File: src/rtl/lane_merge2.sv
// Two-lane merge: each valid/ready lane is buffered in its own FIFO, then the
// lanes are merged round-robin onto one registered, source-tagged output.
module lane_merge2 #(
    parameter int DW    = 8,
    parameter int DEPTH = 4
) (
    input  logic                       i_clk,
    input  logic                       i_rst,
    input  logic [DW-1:0]              i_sig_dat_i0,
    input  logic                       i_sig_vld_i0,
    output logic                       o_sig_rdy_i0,
    input  logic [DW-1:0]              i_sig_dat_i1,
    input  logic                       i_sig_vld_i1,
    output logic                       o_sig_rdy_i1,
    output logic [DW-1:0]              o_sig_dat,
    output logic                       o_sig_src,
    output logic                       o_sig_vld,
    input  logic                       i_sig_rdy,
    output logic [$clog2(DEPTH):0]     o_cnt_i0,
    output logic [$clog2(DEPTH):0]     o_cnt_i1
);

    localparam int AW = $clog2(DEPTH);
    localparam int CW = AW + 1;
    localparam logic [CW-1:0] FULL = CW'(DEPTH);

    logic [DW-1:0] mem_p0 [2][DEPTH];
    logic [AW-1:0] wp_p0  [2];
    logic [AW-1:0] rp_p0  [2];
    logic [CW-1:0] cnt_p0 [2];
    logic [DW-1:0] din    [2];
    logic [1:0]    vin;
    logic [1:0]    rdy;
    logic [1:0]    ne;
    logic [1:0]    push;
    logic [1:0]    pop;
    logic          load;
    logic          gnt;
    logic          last_gnt;
    logic [DW-1:0] head;

    logic [DW-1:0] dat_p1;
    logic          src_p1;
    logic          vld_p1;

    assign din[0] = i_sig_dat_i0;
    assign din[1] = i_sig_dat_i1;
    assign vin    = {i_sig_vld_i1, i_sig_vld_i0};

    always_comb begin
        rdy  = '0;
        ne   = '0;
        push = '0;
        for (int n = 0; n < 2; n++) begin
            rdy[n]  = (cnt_p0[n] != FULL);
            ne[n]   = (cnt_p0[n] != '0);
            push[n] = vin[n] && rdy[n];
        end
    end

    // Lane 1 wins only when lane 0 is empty or lane 0 was served last.
    assign load   = (!vld_p1 || i_sig_rdy) && (ne[0] || ne[1]);
    assign gnt    = ne[1] && (!ne[0] || !last_gnt);
    assign pop[0] = load && !gnt;
    assign pop[1] = load && gnt;
    assign head   = mem_p0[gnt][rp_p0[gnt]];

    // Stage p0: per-lane FIFOs
    always_ff @(posedge i_clk) begin
        if (i_rst) begin
            for (int n = 0; n < 2; n++) begin
                wp_p0[n]  <= '0;
                rp_p0[n]  <= '0;
                cnt_p0[n] <= '0;
            end
        end else begin
            for (int n = 0; n < 2; n++) begin
                if (push[n]) wp_p0[n] <= wp_p0[n] + 1'b1;
                if (pop[n])  rp_p0[n] <= rp_p0[n] + 1'b1;
                cnt_p0[n] <= cnt_p0[n] + CW'(push[n]) - CW'(pop[n]);
            end
        end
    end

    always_ff @(posedge i_clk) begin
        for (int n = 0; n < 2; n++) begin
            if (push[n]) mem_p0[n][wp_p0[n]] <= din[n];
        end
    end

    // Stage p1: registered merged output
    always_ff @(posedge i_clk) begin
        if (i_rst) begin
            dat_p1   <= '0;
            src_p1   <= 1'b0;
            vld_p1   <= 1'b0;
            last_gnt <= 1'b1;
        end else if (load) begin
            dat_p1   <= head;
            src_p1   <= gnt;
            vld_p1   <= 1'b1;
            last_gnt <= gnt;
        end else if (i_sig_rdy) begin
            vld_p1   <= 1'b0;
        end
    end

    assign o_sig_dat    = dat_p1;
    assign o_sig_src    = src_p1;
    assign o_sig_vld    = vld_p1;
    assign o_sig_rdy_i0 = rdy[0];
    assign o_sig_rdy_i1 = rdy[1];
    assign o_cnt_i0     = cnt_p0[0];
    assign o_cnt_i1     = cnt_p0[1];

endmodule

File: config.mk
export PLATFORM = sky130hd
export DESIGN_NAME = lane_merge2
export DESIGN_NICKNAME = d
export VERILOG_FILES = /design/src/rtl/lane_merge2.sv
export SDC_FILE = /design/constraint.sdc
export NUM_CORES = 1
export LEC_CHECK = 0
export ABC_AREA = 1
export CORE_ASPECT_RATIO = 0.7
export CORE_UTILIZATION = 40
export DETAILED_ROUTE_END_ITERATION = 6
export GPL_ROUTABILITY_DRIVEN = 1
export HOLD_SLACK_MARGIN = 0.12
export PLACE_DENSITY = 0.6
export RECOVER_POWER = 50
export SYNTH_ARGS = -nofsm -noshare
export SYNTH_HDL_FRONTEND = slang
export SYNTH_SLANG_ARGS = --single-unit
File: constraint.sdc
create_clock -name i_clk -period 2.6 [get_ports i_clk]
set_input_delay 0.39 -clock i_clk [delete_from_list [all_inputs] [get_ports i_clk]]
set_output_delay 0.39 -clock i_clk [all_outputs]
set_load 0.02 [all_outputs]
==> flow_summary.toml <==
[run_status]
outcome = "finished clean"

[pwr]
power_density_mw_per_mm2 = 1235
total_power_mw = 6.036
netSwitchingFraction_pct = 40.47
p_leak_nw = 2.125
clockPowerShare_pct = 21.1
vdd_ir_drop_max_mv = 0.4083
cell_internal_pwr_mw = 3.594
share_seq_of_total_power_pct = 32.7
power_switching_mw = 2.443
share_comb_of_total_power_pct = 46.2

[timing]
maximum_clock_skew_at_final_layout_ns = 0.005330
finalHoldViolCount = 0
rsz0062_at_grt = "no"
hold_slack_ns = 0.4787
finalSetupTns_ns = 0
slew-limit-headroom_pct = 46.48
fmax_mhz = 448.8
timing.final.crit_share_pct = 85.70
slew_violations = 0
worst_margin_slew_ns = 0.8028
layout_min_cycle_time_ns = 2.228
finalSetupViolations = 0

[yosys]
yosys_warnings = 0
ys_types = 24
synthDominantAreaCellType = "sky130_fd_sc_hd__edfxtp_1"
synth_sequential_area_ratio_pct = 61.88
post_synth_inst_count = 417
synth.net_count = 452
mappedNetlistArea_mm2 = 0.004044
synth_top_area_share_pct = 53.47
synth.ff_latch_count = 89
synth.top_cells.by_area = "sky130_fd_sc_hd__edfxtp_1 (53%), sky130_fd_sc_hd__nand2_1 (14%), sky130_fd_sc_hd__dfxtp_1 (8.4%)"
postSynthAreaPerCell_um2 = 9.698

[detailed_routing]
dr_total_vias = 2767
drcViolationCount = 0
drt-wirelength-per-cell_um = 13.87
route.final.wire_length_um = 8307
via_per_inst = 4.619
ant_nets = 0
drtIter0Drc = 159
detail_route.first_pass.iterations = 5

[clock_tree]
cts.htree.levels = 3
clock_path_buffers = 2
clock_sink_count = 89
clk_pin_slew_worst_paths_ns = 0.06
insertion_delay_ns = 0.34
cts-root-buf = "sky130_fd_sc_hd__clkbuf_16"
cts-buffers-inserted = 9
post_cts_hold_buffer_count = 0
tritoncts_clock_tree = "done"
cts_resized = 0
buffer_count_from_post_cts_setup_fixing = 0

[global_routing]
initial_antenna_violation_count = 0
pin_count_of_the_biggest_net_entering_global_routing = 37
track_usage_pct = 17.36
grt_pass1_vias = 2580
total_congestion_overflow_after_global_routing = 0
grt_first_pass_wirelength_um = 13310

[run]
cap_viol_max_count = 0

[placed_design]
place.gp.congestion = 0.7673
port_buffers = 38
dpl.hpwl_um = 5684

[setup_path]
setup.worst_path.start_class = "flip-flop"
worstPathArrival_ns = 2.42
timing.critical_path.required_ns = 2.79
cp_max_fo = 6
crit_path_capture_type = "flip-flop"
critPathKind = "flip-flop to flip-flop"

[cells_and_area]
area_growth_syn_to_layout_pct = 20.82
antenna_cells_inserted = 0
final_layout_size_suffix_gt1_share_pct = 7.006
sequential_cell_area_mm2 = 0.002502
n_fill_cell = 922
layout.nets = 501
multi_input_comb_area_mm2 = 0.001272

[floorplan]
core-area_mm2 = 0.009759
fp.dieH_um = 86.13
die-area_mm2 = 0.01052
start_util_pct = 41.44
chipWidth_um = 122.2
fp-row-count = 30
ioPinCount = 39

[hold_path]
worstHoldPathType = "flip-flop to flip-flop"
[cell families after synthesis]
kind of cell             synth area share, %
flip-flops                             61.88
AO/OA/AOI/OAI                          1.114
XOR/XNOR                               1.299
buffers and inverters                  6.528
adder cells (fa/ha/maj)                4.703
AND/OR/NAND/NOR                        24.47
[Yosys cell counts]
library cell and n:
sky130_fd_sc_hd__nand2_1 148, sky130_fd_sc_hd__nor2_1 42, sky130_fd_sc_hd__buf_1 1, sky130_fd_sc_hd__edfxtp_1 72, sky130_fd_sc_hd__buf_2 4, sky130_fd_sc_hd__nand3_1 43, sky130_fd_sc_hd__clkinv_1 1, sky130_fd_sc_hd__inv_2 1
sky130_fd_sc_hd__buf_6 2, sky130_fd_sc_hd__xnor2_1 6, sky130_fd_sc_hd__ha_1 12, sky130_fd_sc_hd__o21ai_0 2, sky130_fd_sc_hd__o21ai_4 1, sky130_fd_sc_hd__a21oi_1 2, sky130_fd_sc_hd__buf_4 4, sky130_fd_sc_hd__nand2_4 2
sky130_fd_sc_hd__nand3b_1 1, sky130_fd_sc_hd__nand2_2 4, sky130_fd_sc_hd__inv_1 44, sky130_fd_sc_hd__nor2_2 1, sky130_fd_sc_hd__fa_1 2, sky130_fd_sc_hd__o21ai_2 1, sky130_fd_sc_hd__dfxtp_1 17, sky130_fd_sc_hd__clkbuf_1 4
[final timing paths]
kind | start | end | slack (ns) | depth (start not counted)
max | cnt_p0[0][1] | cnt_p0[0][2] | 0.37 | 10
min | o_sig_src | o_sig_src | 0.48 | 2
min reg2reg | o_sig_src | o_sig_src | 0.48 | 2
max reg2reg | cnt_p0[0][1] | cnt_p0[0][2] | 0.37 | 10
[placed cells by master (no fill, tap or decap), drive strengths merged]
master         netlist  routed
clkdlybuf4s50        0      21
clkinv               1       2
nand3               43      43
fa                   2       2
o21ai                4       4
dlygate4sd3          0      17
nor2                43      43
ha                  12      12
nand2              154     154
buf                 11      11
xnor2                6       6
clkbuf               4      16
nand3b               1       1
clkinvlp             0       2
edfxtp              72      72
dfxtp               17      17
bufinv               0       1
inv                 45      45
a21oi                2       2
[critical path: stages (launching register included)]
cell,delay (ns)
sky130_fd_sc_hd__dfxtp_1,0.34
sky130_fd_sc_hd__nor2_1,0.14
sky130_fd_sc_hd__nand2_1,0.15
sky130_fd_sc_hd__o21ai_2,0.28
sky130_fd_sc_hd__nor2_1,0.08
sky130_fd_sc_hd__ha_1,0.27
sky130_fd_sc_hd__inv_1,0.04
sky130_fd_sc_hd__ha_1,0.18
sky130_fd_sc_hd__fa_1,0.38
sky130_fd_sc_hd__xnor2_1,0.17
sky130_fd_sc_hd__nor2_1,0.05
[power by group through the flow]
stage	Sequential [mW]	Clock (mW)	Combinational (mW)
floorplan	2.09	0	1.95
detailed placement	2.00	0	2.82
global route	2.00	1.37	3.21
finish	1.97	1.27	2.79
global placement	2.00	0	2.79
CTS	1.98	1.31	2.84
[through the flow]
step | cells | area [um2] | util, % | setup WS (ns)
5_1_grt | 599 | 4886 | 50.06 | 0.1534
3_3_place_gp | 583 | 4606 | 47.19 | 0.2491
2_1_floorplan | 417 | 4044 | - | 0.2652
4_1_cts | 599 | 4906 | 50.27 | 0.4553
6_report | 599 | 4886 | 50.06 | 0.3717
3_5_place_dp | 583 | 4606 | 47.19 | 0.1790
[layout make-up]
| class | count | area share (%) |
|---|---|---|
| clock inverters | 4 | 1.101 |
| flip-flops and latches | 89 | 51.22 |
| well taps | 128 | 3.278 |
| clock buffers | 12 | 5.045 |
| repair buffers | 53 | 9.782 |
| inverters | 46 | 3.534 |
| multi-input cells | 267 | 26.04 |
[state kept, by name, indices dropped and copies added, names as in the netlist]
name	cells
mem_p0	64
o_sig_dat	8
cnt_p0	6
rp_p0	4
wp_p0	4
last_gnt	1
o_sig_src	1
o_sig_vld	1
[layer usage]
| layer | global-route usage (%) | part of all wire, % | vias up |
|---|---|---|---|
| li1 | - | - | 1428 |
| met1 | 23.85 | 48 | 1254 |
| met2 | 26.30 | 44 | 83 |
| met3 | 5.186 | 7.9 | 2 |
| met4 | 5.543 | 0.29 | 0 |
| met5 | 0 | 0 | - |
No activity file was read; power rests on OpenSTA's default activity.
